File: config.mk
export PLATFORM = sky130hd
export DESIGN_NAME = csr_file_m_flat
export DESIGN_NICKNAME = d
export VERILOG_FILES = /design/src/rtl/csr_file_m_if.sv /design/src/rtl/csr_file_m.sv /design/src/flat_wrapper.sv
export SDC_FILE = /design/constraint.sdc
export NUM_CORES = 1
export LEC_CHECK = 0
export ABC_AREA = 1
export CAP_MARGIN = 15
export CELL_PAD_IN_SITES_DETAIL_PLACEMENT = 0
export CELL_PAD_IN_SITES_GLOBAL_PLACEMENT = 1
export CORE_MARGIN = 1.5
export CORE_UTILIZATION = 30
export CTS_CLUSTER_DIAMETER = 100
export CTS_CLUSTER_SIZE = 14
export DETAILED_ROUTE_END_ITERATION = 6
export PLACE_DENSITY_LB_ADDON = 0.15
export SETUP_SLACK_MARGIN = 0.15
export SLEW_MARGIN = 15
export SYNTH_ARGS = -nofsm -noshare
export SYNTH_HDL_FRONTEND = slang
export SYNTH_SLANG_ARGS = --single-unit
export TNS_END_PERCENT = 50
File: constraint.sdc
create_clock -name i_clk -period 2.36 [get_ports i_clk]
set_clock_uncertainty 0.15 [all_clocks]
set_input_delay 0.59 -clock i_clk [delete_from_list [all_inputs] [get_ports i_clk]]
set_output_delay 0.59 -clock i_clk [all_outputs]
set_load 0.005 [all_outputs]
File: src/rtl/csr_file_m_if.sv
// csr_file_m_if: decoder/trap/PC-select bundle for the machine-mode CSR unit.
//   master : decoder side; drives the CSR instruction fields, retire/trap/mret,
//            and receives rd_val, illegal, mtvec_o, mepc_o, mie_o.
//   slave  : the CSR unit itself.
interface csr_file_m_if;
  logic        csr_en;
  logic [2:0]  funct3;
  logic [11:0] csr_addr;
  logic [4:0]  rs1_field;
  logic [31:0] rs1_val;
  logic [31:0] rd_val;
  logic        illegal;
  logic        instr_retire;
  logic        trap;
  logic [31:0] trap_pc;
  logic [31:0] trap_cause;
  logic [31:0] trap_val;
  logic        mret;
  logic [31:0] mtvec_o;
  logic [31:0] mepc_o;
  logic        mie_o;

  modport master (
    output csr_en, funct3, csr_addr, rs1_field, rs1_val, instr_retire,
           trap, trap_pc, trap_cause, trap_val, mret,
    input  rd_val, illegal, mtvec_o, mepc_o, mie_o
  );

  modport slave (
    input  csr_en, funct3, csr_addr, rs1_field, rs1_val, instr_retire,
           trap, trap_pc, trap_cause, trap_val, mret,
    output rd_val, illegal, mtvec_o, mepc_o, mie_o
  );
endinterface

File: src/rtl/csr_file_m.sv
// csr_file_m: machine-mode CSR unit for the single-cycle RV32 core.
// Implements the architected M-mode CSRs with read-modify-write semantics
// (CSRRW/S/C and immediate forms), illegal-access detection, trap entry and
// MRET state updates. Optional 64-bit cycle/instret counters are built only
// when the macro CSR_COUNTERS_EN is defined.
// Ports:
//   i_clk    : clock
//   i_reset  : synchronous, active-high reset
//   s_bus    : csr_file_m_if.slave -- CSR instruction fields in, old value /
//              illegal flag out (combinational), trap/mret/retire events in,
//              mtvec_o/mepc_o/mie_o out to the PC-select logic.
module csr_file_m #(
  parameter int unsigned XLEN        = 32,
  parameter int unsigned HARTID      = 0,
  parameter logic [31:0] MTVEC_RESET = 32'h0000_0000
) (
  input  logic         i_clk,
  input  logic         i_reset,
  csr_file_m_if.slave  s_bus
);

  logic            r_mie;
  logic            r_mpie;
  logic [XLEN-1:0] r_mtvec;
  logic [XLEN-1:0] r_mscratch;
  logic [XLEN-1:0] r_mepc;
  logic [XLEN-1:0] r_mcause;
  logic [XLEN-1:0] r_mtval;

  logic [XLEN-1:0] w_op;
  logic [XLEN-1:0] w_old;
  logic [XLEN-1:0] w_new;
  logic            w_impl;
  logic            w_write_try;
  logic            w_illegal;
  logic            w_we;

`ifdef CSR_COUNTERS_EN
  logic [63:0] r_mcycle;
  logic [63:0] r_minstret;
  logic [63:0] w_mcycle_d;
  logic [63:0] w_minstret_d;
`else
  logic        w_unused_retire;
  assign w_unused_retire = s_bus.instr_retire;
`endif

  // Immediate forms (funct3[2]=1) take the zero-extended rs1 field as operand.
  assign w_op = s_bus.funct3[2] ? {{(XLEN-5){1'b0}}, s_bus.rs1_field} : s_bus.rs1_val;

  // Read mux; also flags whether the address is implemented.
  always_comb begin
    w_old  = '0;
    w_impl = 1'b1;
    case (s_bus.csr_addr)
      12'h300: w_old = {24'b0, r_mpie, 3'b0, r_mie, 3'b0};
      12'h305: w_old = r_mtvec;
      12'h340: w_old = r_mscratch;
      12'h341: w_old = r_mepc;
      12'h342: w_old = r_mcause;
      12'h343: w_old = r_mtval;
      12'hF14: w_old = XLEN'(HARTID);
`ifdef CSR_COUNTERS_EN
      12'hB00, 12'hC00: w_old = r_mcycle[31:0];
      12'hB80, 12'hC80: w_old = r_mcycle[63:32];
      12'hB02, 12'hC02: w_old = r_minstret[31:0];
      12'hB82, 12'hC82: w_old = r_minstret[63:32];
`endif
      default: w_impl = 1'b0;
    endcase
  end

  // RS/RC with rs1_field==0 are pure reads, so they may target read-only CSRs.
  assign w_write_try = (s_bus.funct3[1:0] == 2'b01) || (s_bus.rs1_field != 5'd0);

  assign w_illegal = s_bus.csr_en &&
                     ((s_bus.funct3[1:0] == 2'b00) || !w_impl ||
                      (w_write_try && (s_bus.csr_addr[11:10] == 2'b11)));

  // A trap in the same cycle drops the CSR write.
  assign w_we = s_bus.csr_en && !w_illegal && w_write_try && !s_bus.trap;

  always_comb begin
    w_new = w_old;
    case (s_bus.funct3[1:0])
      2'b01:   w_new = w_op;
      2'b10:   w_new = w_old | w_op;
      2'b11:   w_new = w_old & ~w_op;
      default: w_new = w_old;
    endcase
  end

  always_ff @(posedge i_clk) begin
    if (i_reset) begin
      r_mie      <= 1'b0;
      r_mpie     <= 1'b0;
      r_mtvec    <= MTVEC_RESET & ~32'h3;
      r_mscratch <= '0;
      r_mepc     <= '0;
      r_mcause   <= '0;
      r_mtval    <= '0;
    end else begin
      if (w_we) begin
        case (s_bus.csr_addr)
          12'h300: begin
            r_mie  <= w_new[3];
            r_mpie <= w_new[7];
          end
          12'h305: r_mtvec    <= {w_new[XLEN-1:2], 2'b00};
          12'h340: r_mscratch <= w_new;
          12'h341: r_mepc     <= {w_new[XLEN-1:2], 2'b00};
          12'h342: r_mcause   <= w_new;
          12'h343: r_mtval    <= w_new;
          default: ;
        endcase
      end
      // Trap beats MRET; both override an mstatus write in the same cycle.
      if (s_bus.trap) begin
        r_mepc   <= {s_bus.trap_pc[XLEN-1:2], 2'b00};
        r_mcause <= s_bus.trap_cause;
        r_mtval  <= s_bus.trap_val;
        r_mpie   <= r_mie;
        r_mie    <= 1'b0;
      end else if (s_bus.mret) begin
        r_mie  <= r_mpie;
        r_mpie <= 1'b1;
      end
    end
  end

`ifdef CSR_COUNTERS_EN
  // A write to either half replaces that half and freezes the other (no carry).
  always_comb begin
    w_mcycle_d   = r_mcycle + 64'd1;
    w_minstret_d = r_minstret + {63'b0, s_bus.instr_retire};
    if (w_we && (s_bus.csr_addr == 12'hB00)) begin
      w_mcycle_d = {r_mcycle[63:32], w_new};
    end else if (w_we && (s_bus.csr_addr == 12'hB80)) begin
      w_mcycle_d = {w_new, r_mcycle[31:0]};
    end
    if (w_we && (s_bus.csr_addr == 12'hB02)) begin
      w_minstret_d = {r_minstret[63:32], w_new};
    end else if (w_we && (s_bus.csr_addr == 12'hB82)) begin
      w_minstret_d = {w_new, r_minstret[31:0]};
    end
  end

  always_ff @(posedge i_clk) begin
    if (i_reset) begin
      r_mcycle   <= '0;
      r_minstret <= '0;
    end else begin
      r_mcycle   <= w_mcycle_d;
      r_minstret <= w_minstret_d;
    end
  end
`endif

  assign s_bus.rd_val  = w_old;
  assign s_bus.illegal = w_illegal;
  assign s_bus.mtvec_o = r_mtvec;
  assign s_bus.mepc_o  = r_mepc;
  assign s_bus.mie_o   = r_mie;

endmodule

File: src/flat_wrapper.sv
// flat-port wrapper written by rule: the top's interface ports become plain ports
module csr_file_m_flat 
#(
  parameter int unsigned XLEN        = 32,
  parameter int unsigned HARTID      = 0,
  parameter logic [31:0] MTVEC_RESET = 32'h0000_0000
)
  (i_clk, i_reset, s_bus_csr_en, s_bus_funct3, s_bus_csr_addr, s_bus_rs1_field, s_bus_rs1_val, s_bus_instr_retire, s_bus_trap, s_bus_trap_pc, s_bus_trap_cause, s_bus_trap_val, s_bus_mret, s_bus_rd_val, s_bus_illegal, s_bus_mtvec_o, s_bus_mepc_o, s_bus_mie_o);
  csr_file_m_if s_bus_i ();
  input  logic i_clk;
  input  logic i_reset;
  input wire logic [$bits(s_bus_i.csr_en)-1:0] s_bus_csr_en;
  input wire logic [$bits(s_bus_i.funct3)-1:0] s_bus_funct3;
  input wire logic [$bits(s_bus_i.csr_addr)-1:0] s_bus_csr_addr;
  input wire logic [$bits(s_bus_i.rs1_field)-1:0] s_bus_rs1_field;
  input wire logic [$bits(s_bus_i.rs1_val)-1:0] s_bus_rs1_val;
  input wire logic [$bits(s_bus_i.instr_retire)-1:0] s_bus_instr_retire;
  input wire logic [$bits(s_bus_i.trap)-1:0] s_bus_trap;
  input wire logic [$bits(s_bus_i.trap_pc)-1:0] s_bus_trap_pc;
  input wire logic [$bits(s_bus_i.trap_cause)-1:0] s_bus_trap_cause;
  input wire logic [$bits(s_bus_i.trap_val)-1:0] s_bus_trap_val;
  input wire logic [$bits(s_bus_i.mret)-1:0] s_bus_mret;
  output wire logic [$bits(s_bus_i.rd_val)-1:0] s_bus_rd_val;
  output wire logic [$bits(s_bus_i.illegal)-1:0] s_bus_illegal;
  output wire logic [$bits(s_bus_i.mtvec_o)-1:0] s_bus_mtvec_o;
  output wire logic [$bits(s_bus_i.mepc_o)-1:0] s_bus_mepc_o;
  output wire logic [$bits(s_bus_i.mie_o)-1:0] s_bus_mie_o;
  assign s_bus_i.csr_en = s_bus_csr_en;
  assign s_bus_i.funct3 = s_bus_funct3;
  assign s_bus_i.csr_addr = s_bus_csr_addr;
  assign s_bus_i.rs1_field = s_bus_rs1_field;
  assign s_bus_i.rs1_val = s_bus_rs1_val;
  assign s_bus_i.instr_retire = s_bus_instr_retire;
  assign s_bus_i.trap = s_bus_trap;
  assign s_bus_i.trap_pc = s_bus_trap_pc;
  assign s_bus_i.trap_cause = s_bus_trap_cause;
  assign s_bus_i.trap_val = s_bus_trap_val;
  assign s_bus_i.mret = s_bus_mret;
  assign s_bus_rd_val = s_bus_i.rd_val;
  assign s_bus_illegal = s_bus_i.illegal;
  assign s_bus_mtvec_o = s_bus_i.mtvec_o;
  assign s_bus_mepc_o = s_bus_i.mepc_o;
  assign s_bus_mie_o = s_bus_i.mie_o;
  csr_file_m #(.XLEN(XLEN), .HARTID(HARTID), .MTVEC_RESET(MTVEC_RESET)) u_core (.i_clk(i_clk), .i_reset(i_reset), .s_bus(s_bus_i));
endmodule
==> results of run 1 <==
-- sequential cells by signal (all words and copies together) (netlist names) --
signal,flops
u_core.s_bus.mepc_o,30
u_core.s_bus.mtvec_o,30
u_core.r_mpie,1
u_core.r_mscratch,32
u_core.r_mtval,32
u_core.r_mcause,32
u_core.s_bus.mie_o,1
-- layout make-up --
cell class	count	share of cell area (%)
multi-input cells	1228	38.5
repair buffers	513	32.9
flip-flops and latches	158	18.9
inverters	129	3.13
well taps	396	2.95
clock buffers	17	2.54
clock inverters	15	1.11
-- cell usage after synthesis, drive strengths merged --
library cell | number | area (um^2)
nand2 | 493 | 1870
nor2 | 368 | 1430
o21ai | 181 | 906
dfxtp | 158 | 3160
inv | 127 | 477
nand3 | 111 | 556
clkbuf | 58 | 220
buf | 42 | 260
nor3 | 32 | 160
a21oi | 20 | 100
o21bai | 6 | 63.8
nand4 | 5 | 52.6
or2 | 4 | 25.0
clkinv | 2 | 7.51
a221oi | 1 | 8.76
a31oi | 1 | 6.26
and2 | 1 | 6.26
conb | 1 | 3.75
o221ai | 1 | 8.76
-- logic make-up (layout without fill, tap and decap cells) --
logic type	after synthesis	count (layout)
buffers and inverters	229	674
other	1	4
AO/OA/AOI/OAI	210	210
AND/OR/NAND/NOR	1014	1014
flip-flops	158	158
-- layer usage --
metal  vias to the layer above  GRT usage, %  part of all wire (%)
li1                       5932             -                     -
met5                         -             0                     0
met1                      5793          36.3                    41
met4                         0          15.5                   5.5
met2                       438          51.1                    48
met3                       115          4.16                   5.4
-- worst max-delay path, delay by kind of cell --
family | cells | cell delay [ps]
buffers and inverters | 9 | 860
and+or+nand+nor | 7 | 580
-- per-stage QoR --
step	power, mW	hold WS, ps	TNS, ps	cells	worst slack [ps]
floorplan	3.41	289	0	1615	85.8
global placement	4.10	307	-158090	2303	-1160
detailed placement	4.10	314	-161100	2303	-1160
CTS	7.20	310	-14550	2440	-381
global route	7.50	327	-38760	2456	-504
finish	7.24	307	-21990	2456	-406
-- power by group through the flow --
stage | Clock [mW] | Combinational [mW] | Sequential, mW
after floorplan | 0 | 0.524 | 2.89
after global placement | 0 | 1.16 | 2.93
after detailed placement | 0 | 1.16 | 2.93
after CTS | 2.91 | 1.42 | 2.88
after global routing | 3.03 | 1.58 | 2.89
final | 2.89 | 1.46 | 2.88
-- worst max-delay path by stage --
stage / from / end / slack (ps)
final: s_bus_csr_addr[6] / s_bus_rd_val[9] / -410
after global routing: s_bus_csr_addr[6] / u_core.s_bus.mepc_o[10]$_SDFFE_PP0P_ / -500
after CTS: s_bus_csr_addr[6] / u_core.r_mscratch[10]$_SDFFE_PP0P_ / -380
after detailed placement: s_bus_csr_addr[9] / s_bus_rd_val[16] / -1160
after global placement: s_bus_csr_addr[5] / s_bus_rd_val[16] / -1160
after floorplan: s_bus_csr_addr[5] / s_bus_rd_val[16] / 90
-- repair_timing --
item	4_1_cts	5_1_grt
buffers inserted	90	13
endpoints found under the hold margin	0	0
cloned	15	3
pin swaps	148	38
endpoints found under the setup margin	194	196
gates resized for setup	602	99
==> run metrics, run 1 <==
status=finished with violations; failing checks=negative setup slack; Antenna Cells=0; Vias per Instance=5.00; CP max-delay cell=nor2_4; Multi-input gate area=6450 um^2; wire per inst=19.7 um; combinational family with the most area after synthesis=simple AND/OR/NAND/NOR gates; Max Fanout on Critical Path=4; via count=about 12,000; Cell Area, Placed=13,300 um^2; simple-gate share of the synthesized area=43.9%; commonest non-fill, non-tap cell in the layout=nand2_1; Global Route Usage Sum=29.9%; Util after Layout=about 55%; maximum clock rate=0.362 GHz; mux cell area share after synthesis=0%; leakage=7.97 nW; Clk pin slew, worst setup/hold paths=about 70 ps; Tcrit/Tclk final=117%; Gate power share=around a fifth; largest net degree at the start of global routing=98; Placement Rows=64; Crit. End Element=output pin; post-synthesis instance area=a little over 9000 um^2; IO Pins=around 250; Fillers=between 2,000 and 3,000; initial core utilization=a little under a third; Hold Path Cell Cnt=2; die height=around 180 um; Reg2Reg Setup Slack=about 150 ps; Pre-Repair DR Iteration Count=6; Syn. warnings=0; Hold EP=u_core.r_mcause[1]$_SDFFE_PP0P_; crit path cell chain=buf_6, buf_6, nand2_4, nor2_4, nand2_2, nor2_4, buf_12, buf_16, buf_8, buf_6, buf_4, nand2_1, nand2_1, inv_1, nand2_2, buf_2; TritonCTS clock tree=yes; final instance area=between 15,000 and 20,000 um^2; Worst path max stage delay=around 140 ps; Cell variety after synth=33; CTS root buf=clkbuf_16; maximum vdd drop=a little under 0.5 mV; CTS Sinks=~160; fraction of the mapped netlist area in compound gates=between 10% and 20%; Layout area overhead=79.9%; Total Wirelength=48.3 mm; Seq cells post-synth=about 160; register area share after synthesis=between 30% and 40%; Post-Syn Instances=1,612; worst hold path class=reg -> reg; sequential power share=between 30% and 40%; GRT overflow=0; worst-case setup margin in the final layout=-406 ps; switching pwr=about 2.3 mW; Max Root-Sink Buffers=2; internal power=a little under 5 mW; final setup vio count=181; Clk pwr share=39.9%; xor and xnor fraction of the mapped netlist area=0%; share of layout cells above drive strength 1=31.2%; Synth Area in Adders=0%; worst setup path category=in -> out; die width=about 180 um; core area=roughly 30,000 um^2; most used cell, CP=buf_6; Register Area=between 3000 and 4000 um^2; critical path arrival=2030 ps; vias in the first global route=about 12,000; Routability Congestion=0.879; post-DP HPWL=32.2 mm; Initial DRC Count=about 980; DRC Markers=0; CTS Hold Bufs=0; clock buffer count from CTS=17; worst r2r path cells=18; worst r2r dst=u_core.s_bus.mepc_o[10]$_SDFFE_PP0P_; RR Startpoint=u_core.r_mtval[10]$_SDFFE_PP0P_; Final Hold Violating Endpoints=0; relative slew slack=just over 60%; post-layout min period=2770 ps; H-tree levels=4; global-route wire length before repair=70.9 mm; layout net count=2,201; Pwr Density=about 430 nW/um^2; Max Cap Viol=0; RSZ-0062 raised after global routing=yes; initial antenna violation count=0; Sw Ratio=a little under a third; Synth Area per Inst=roughly 5.8 um^2; Max Slew Vio Count=0; CP Data Required Time=around 1600 ps; post-route ant nets=0; port bufs=about 240; most frequent cells in the layout=376 x nand2_1, 308 x nor2_1, 191 x clkdlybuf4s50_1; later-pin clock latency in the skew report=approximately 450 ps; startpoint type of the worst setup path=input port; hold path start=u_core.r_mcause[1]$_SDFFE_PP0P_; actual slew at the worst max-slew pin=slightly below 600 ps; die area=32,100 um^2
No activity file was read; power rests on OpenSTA's default activity.
==> run 2, diff against run 1 <==
--- a/config.mk
+++ b/config.mk
@@ -9,6 +9,7 @@
 export CAP_MARGIN = 15
 export CELL_PAD_IN_SITES_DETAIL_PLACEMENT = 0
 export CELL_PAD_IN_SITES_GLOBAL_PLACEMENT = 1
+export CORE_ASPECT_RATIO = 0.75
 export CORE_MARGIN = 1.5
 export CORE_UTILIZATION = 30
 export CTS_CLUSTER_DIAMETER = 100
@@ -16,6 +17,7 @@
 export DETAILED_ROUTE_END_ITERATION = 6
 export PLACE_DENSITY_LB_ADDON = 0.15
 export SETUP_SLACK_MARGIN = 0.15
+export SKIP_LAST_GASP = 1
 export SLEW_MARGIN = 15
 export SYNTH_ARGS = -nofsm -noshare
 export SYNTH_HDL_FRONTEND = slang
==> run 2 against run 1 <==
- first-iteration DRC count is 0.51% lower
- the flow still finishes with violations (negative setup slack)
- critical path depth is 5 lower
- final cell count is 1.3% higher
- worst hold slack better by 38 ps
- combinational power is 5% higher
- sequential share of layout area is 0.62 points lower
- highest routed layer unchanged
- largest cell class unchanged
==> run metrics, run 2 (synthesized netlist as in run 1, its figures left out) <==
status=finished with violations (unchanged); failing checks=negative setup slack (unchanged); layout net count=2,229 (was 2,201); Placement Rows=55 (was 64); CP Data Required Time=1620 ps (about the same); CP max-delay cell=o221ai_4 (was nor2_4); share of layout cells above drive strength 1=32.3% (was 31.2%); Max Slew Vio Count=0 (unchanged); global-route wire length before repair=73.2 mm (was 70.9 mm); vias in the first global route=12,000 (was 12,100); clock buffer count from CTS=17 (unchanged); final instance area=17,300 um^2 (was 16,800 um^2); actual slew at the worst max-slew pin=694 ps (was 591 ps); largest registers=u_core.r_mcause x32, u_core.r_mscratch x32, u_core.r_mtval x32 (unchanged); Global Route Usage Sum=30.5% (was 29.9%); core area=30,300 um^2 (was 30,600 um^2); critical path arrival=1990 ps (was 2030 ps); initial core utilization=30.7% (was 30.5%); leakage=8.43 nW (was 7.97 nW); worst-case setup margin in the final layout=-367 ps (was -406 ps); H-tree levels=4 (unchanged); sequential power share=40.0% (was 39.9%); relative slew slack=53.8% (was 60.6%); Sw Ratio=29.4% (was 31.7%); DRC Markers=0 (unchanged); Routability Congestion=0.929 (was 0.879); port bufs=244 (unchanged); Total Wirelength=50.7 mm (was 48.3 mm); Layout area overhead=86.1% (was 79.9%); Initial DRC Count=972 (was 977); Final Hold Violating Endpoints=0 (unchanged); TritonCTS clock tree=yes (unchanged); post-layout min period=2730 ps (was 2770 ps); initial antenna violation count=1 (was 0); startpoint type of the worst setup path=input port (unchanged); most frequent cells in the layout=389 x nand2_1, 283 x nor2_1, 192 x clkdlybuf4s50_1 (was 376 x nand2_1, 308 x nor2_1, 191 x clkdlybuf4s50_1); die area=32,100 um^2 (about the same); Crit. End Element=output pin (unchanged); Clk pin slew, worst setup/hold paths=70 ps (about the same); post-DP HPWL=29.9 mm (was 32.2 mm); Vias per Instance=5.03 (was 5.00); commonest non-fill, non-tap cell in the layout=nand2_1 (unchanged); wire per inst=20.4 um (was 19.7 um); Metal-1 WL=22.3 mm (was 19.9 mm); crit path cell chain=buf_8, nor2_4, nand2_4, buf_6, nor2_4, nand2_4, buf_6, o221ai_4, nor2_2, a31oi_1, buf_2 (was buf_6, buf_6, nand2_4, nor2_4, nand2_2, nor2_4, buf_12, buf_16, buf_8, buf_6, buf_4, nand2_1, nand2_1, inv_1, nand2_2, buf_2); largest net degree at the start of global routing=98 (unchanged); Tcrit/Tclk final=116% (was 117%); Cell Area, Placed=13,400 um^2 (was 13,300 um^2); die width=207 um (was 179 um); final setup vio count=191 (was 181); maximum clock rate=0.367 GHz (was 0.362 GHz); met3 WL post-DR=4.54 mm (was 2.63 mm); maximum vdd drop=0.414 mV (was 0.487 mV); CTS root buf=clkbuf_16 (unchanged); CTS Hold Bufs=0 (unchanged); die height=156 um (was 179 um); post-route ant nets=0 (unchanged); later-pin clock latency in the skew report=440 ps (was 450 ps); Max Root-Sink Buffers=2 (unchanged); Worst path max stage delay=200 ps (was 140 ps); worst setup path category=in -> out (unchanged); IO Pins=252 (unchanged); via count=12,500 (was 12,300); Multi-input gate area=6550 um^2 (was 6450 um^2); Gate power share=21.5% (was 20.2%); switching pwr=2.11 mW (was 2.30 mW); Clk pwr share=38.5% (was 39.9%); Max Cap Viol=0 (unchanged); worst hold path class=reg -> reg (unchanged); GRT overflow=0 (unchanged); Fillers=2,846 (was 2,974); Max Fanout on Critical Path=4 (unchanged); Register Area=3160 um^2 (unchanged); max layer used=met4 (unchanged); RSZ-0062 raised after global routing=yes (unchanged); Util after Layout=57.2% (was 54.8%); CTS Sinks=158 (unchanged); Pre-Repair DR Iteration Count=5 (was 6); internal power=5.05 mW (was 4.94 mW); met2 wire length=22.6 mm (was 23.1 mm); Pwr Density=413 nW/um^2 (was 431 nW/um^2)
==> run 2: cell count changes in the layout (fill, tap and decap cells not counted), moves of 8 or more <==
cell	previous run	this run
nand2_1	376	389
nor2_2	27	38
buf_4	145	162
nor2_1	308	283
buf_6	71	62
nor3_1	20	28
nor2_4	33	47
nand2_4	32	46
buf_16	15	29
o21ai_0	105	95
nand2_2	80	56
==> run 2: stage by stage <==
stage	hold slack (ps)	instances	total power, mW	setup TNS [ps]	worst slack (ps)
after floorplan	289	1615	3.41	0	85.8
after global placement	325	2308	4.10	-152230	-1080
after detailed placement	323	2308	4.10	-155430	-1110
after CTS	334	2470	7.02	-33330	-354
after global routing	357	2487	7.41	-61260	-391
final	345	2488	7.16	-46920	-367
==> run 2: final cells by class <==
type | count | share of cell area (%)
diodes | 1 | 0.0144
clock buffers | 20 | 2.63
clock inverters | 12 | 0.635
inverters | 129 | 2.96
multi-input cells | 1228 | 37.7
flip-flops and latches | 158 | 18.2
well taps | 399 | 2.88
repair buffers | 541 | 34.9
==> run 2: worst max-delay path, delay by kind of cell <==
family | cells | cell delay [ps]
and+or+nand+nor | 5 | 520
buffers and inverters | 4 | 510
AOI/OAI and AO/OA | 2 | 370
==> run 2: final timing paths <==
check                                             from  depth (start not counted)                                 to  slack, ps
hold / removal         u_core.r_mcause[0]$_SDFFE_PP0P_                          2    u_core.r_mcause[0]$_SDFFE_PP0P_        350
setup reg to reg  u_core.s_bus.mtvec_o[9]$_SDFFE_PP0P_                         14  u_core.r_mscratch[9]$_SDFFE_PP0P_        370
setup / recovery                    s_bus_csr_addr[11]                         11                   s_bus_rd_val[16]       -370
hold reg to reg        u_core.r_mcause[0]$_SDFFE_PP0P_                          2    u_core.r_mcause[0]$_SDFFE_PP0P_        350
==> run 2: repair_timing <==
| action | in CTS | in global routing |
|---|---|---|
| gates resized for setup | 530 | 195 |
| setup buffers | 102 | 12 |
| gates cloned | 28 | 5 |
| pin swaps | 123 | 111 |
| setup endpoints to repair | 192 | 193 |
==> run 2: layer usage <==
layer / GRT usage [%] / vias to the layer above
li1: - / 5985
met1: 41.4 / 5885
met2: 48.5 / 545
met3: 7.23 / 93
met4: 7.73 / 0
met5: 0 / -
==> run 2: power by group through the flow <==
stage | combinational, mW | sequential [mW] | clock, mW
global placement | 1.19 | 2.91 | 0
global route | 1.65 | 2.87 | 2.89
detailed placement | 1.19 | 2.90 | 0
CTS | 1.41 | 2.85 | 2.76
floorplan | 0.524 | 2.89 | 0
finish | 1.54 | 2.86 | 2.75
==> run 3, diff against run 2 <==
--- a/config.mk
+++ b/config.mk
@@ -6,7 +6,6 @@
 export NUM_CORES = 1
 export LEC_CHECK = 0
 export ABC_AREA = 1
-export CAP_MARGIN = 15
 export CELL_PAD_IN_SITES_DETAIL_PLACEMENT = 0
 export CELL_PAD_IN_SITES_GLOBAL_PLACEMENT = 1
 export CORE_ASPECT_RATIO = 0.75
==> constraint.sdc (replaced) <==
create_clock -name i_clk -period 2.36 [get_ports i_clk]
set_clock_uncertainty 0.15 [all_clocks]
set_input_delay 0.472 -clock i_clk [delete_from_list [all_inputs] [get_ports i_clk]]
set_output_delay 0.472 -clock i_clk [all_outputs]
set_load 0.005 [all_outputs]
==> run 3 against run 2 <==
- the flow finishes with violations (design-rule violations, negative setup slack)
- power increased by 0.99%
- count of clock-buffer cells in the layout shrank 3
- combinational power shrank 4%
- register-to-register slack worse by 120 ps
- critical path type is now in -> reg
==> run metrics, run 3 (synthesized netlist as in run 1, its figures left out) <==
die width=207 um (unchanged); relative slew slack=62.0% (was 53.8%); core area=30,300 um^2 (unchanged); Vias per Instance=5.01 (was 5.03); Clk pin slew, worst setup/hold paths=80 ps (was 70 ps); TritonCTS clock tree=yes (unchanged); met2 Use GR=40.4% (was 48.5%); startpoint type of the worst setup path=input port (unchanged); CTS root buf=clkbuf_16 (unchanged); Max Cap Viol=0 (unchanged); largest net degree at the start of global routing=98 (unchanged); actual slew at the worst max-slew pin=570 ps (was 694 ps); most frequent cells in the layout=364 x nand2_1, 285 x nor2_1, 191 x clkdlybuf4s50_1 (was 389 x nand2_1, 283 x nor2_1, 192 x clkdlybuf4s50_1); Max Slew Vio Count=0 (unchanged); via count=12,500 (about the same); Initial DRC Count=1,336 (was 972); Fillers=2,923 (was 2,846); post-layout min period=2550 ps (was 2730 ps); Crit. End Element=register (was output pin); Routability Congestion=0.936 (was 0.929); global route hottest layer=met1 (was met2); post-layout power=7.23 mW (was 7.16 mW); vias in the first global route=11,400 (was 12,000); initial antenna violation count=0 (was 1); port bufs=244 (unchanged); CP Data Required Time=2560 ps (was 1620 ps); Antenna Cells=0 (was 1); RSZ-0062 raised after global routing=yes (unchanged); CTS Sinks=158 (unchanged); post-DP HPWL=36.4 mm (was 29.9 mm); worst setup path category=in -> reg (was in -> out); DRC Markers=4 (was 0); Total Wirelength=52.7 mm (was 50.7 mm); Max Root-Sink Buffers=2 (unchanged); Max Fanout on Critical Path=5 (was 4); final hold slack=333 ps (was 345 ps); Register Area=3160 um^2 (unchanged); leakage=8.29 nW (was 8.43 nW); failing checks=design-rule violations, negative setup slack (was negative setup slack); die area=32,100 um^2 (unchanged); later-pin clock latency in the skew report=450 ps (was 440 ps); IO Pins=252 (unchanged); commonest non-fill, non-tap cell in the layout=nand2_1 (unchanged); Pwr Density=411 nW/um^2 (was 413 nW/um^2); Pre-Repair DR Iteration Count=7 (was 5); CTS Hold Bufs=0 (unchanged); worst hold path class=reg -> reg (unchanged); Placement Rows=55 (unchanged); layout net count=2,236 (was 2,229); share of layout cells above drive strength 1=34.4% (was 32.3%); H-tree levels=4 (unchanged); grt met3 use=11.1% (was 7.23%); global-route wire length before repair=73.9 mm (was 73.2 mm); wire per inst=21.1 um (was 20.4 um); setup TNS=-6180 ps (was -46,920 ps); Multi-input gate area=6780 um^2 (was 6550 um^2); final setup vio count=77 (was 191); Tcrit/Tclk final=108% (was 116%); post-route ant nets=0 (unchanged); Reg2Reg Setup Slack=250 ps (was 370 ps); Global Route Usage Sum=31.5% (was 30.5%); maximum clock rate=0.392 GHz (was 0.367 GHz); placement-stage worst setup slack=-1040 ps (was -1110 ps); largest registers=u_core.r_mcause x32, u_core.r_mscratch x32, u_core.r_mtval x32 (unchanged); M1 GR Usage=48.9% (was 41.4%); Final Hold Violating Endpoints=0 (unchanged); worst-case setup margin in the final layout=-193 ps (was -367 ps); clock buffer count from CTS=17 (unchanged); maximum vdd drop=0.534 mV (was 0.414 mV); die height=156 um (unchanged); Util after Layout=57.9% (was 57.2%); Layout area overhead=88.5% (was 86.1%); GRT overflow=0 (unchanged); initial core utilization=30.7% (unchanged); status=finished with violations (unchanged); critical path arrival=2750 ps (was 1990 ps)
==> run 3: where the power goes <==
| part | total, mW | internal, mW | switching [mW] |
|---|---|---|---|
| clock network | 2.82 | 1.42 | 1.40 |
| registers | 2.93 | 2.77 | 0.152 |
| logic | 1.48 | 0.742 | 0.735 |
| total | 7.23 | 4.94 | 2.28 |
==> run 3: what timing repair did <==
action,in CTS,in global routing
endpoints found under the setup margin,191,195
cloned,17,9
buffers inserted,80,25
pin swaps,107,144
resized for setup,540,263
==> run 3: path summary, 6_finish.rpt <==
path,to,startpoint,cells past startpoint
setup / recovery,u_core.s_bus.mepc_o[8]$_SDFFE_PP0P_,s_bus_csr_addr[8],25
hold / removal,u_core.r_mcause[1]$_SDFFE_PP0P_,u_core.r_mcause[1]$_SDFFE_PP0P_,2
setup reg to reg,u_core.s_bus.mepc_o[8]$_SDFFE_PP0P_,u_core.r_mtval[8]$_SDFFE_PP0P_,17
hold reg to reg,u_core.r_mcause[1]$_SDFFE_PP0P_,u_core.r_mcause[1]$_SDFFE_PP0P_,2
==> run 3: cell type report <==
cell class / instances / area share, %
Clock buffer: 17 / 2.42
Clock inverter: 15 / 0.954
Inverter: 129 / 2.88
Multi-Input combinational cell: 1228 / 38.6
Sequential cell: 158 / 18.0
Tap cell: 399 / 2.84
Timing Repair Buffer: 548 / 34.3
==> run 3: per-stage QoR <==
stage	instances	instance area, um^2
6_report	2494	17600
5_1_grt	2494	17600
4_1_cts	2460	16200
3_5_place_dp	2331	13500
3_3_place_gp	2331	13500
2_1_floorplan	1615	9330
==> run 3: layer usage <==
metal  up-vias  share of wire [%]
met3        55                 12
met2       565                 39
met5         -                  0
li1       5985                  -
met4         0                1.5
met1      5885                 48
==> run 3: critical path: stages <==
cell	delay, ps
buf_6	100
nand2_4	70
inv_4	40
nand2_4	80
nor2_4	60
buf_8	140
buf_6	130
buf_12	140
nand3_2	60
o21ai_2	50
nor2_2	130
nand2_2	100
buf_6	130
buf_6	100
buf_6	100
buf_6	100
buf_6	100
buf_6	120
nand2_2	50
nand2_2	60
buf_12	140
nand2_4	60
nand2_2	50
nor2_2	90
nor2_1	40
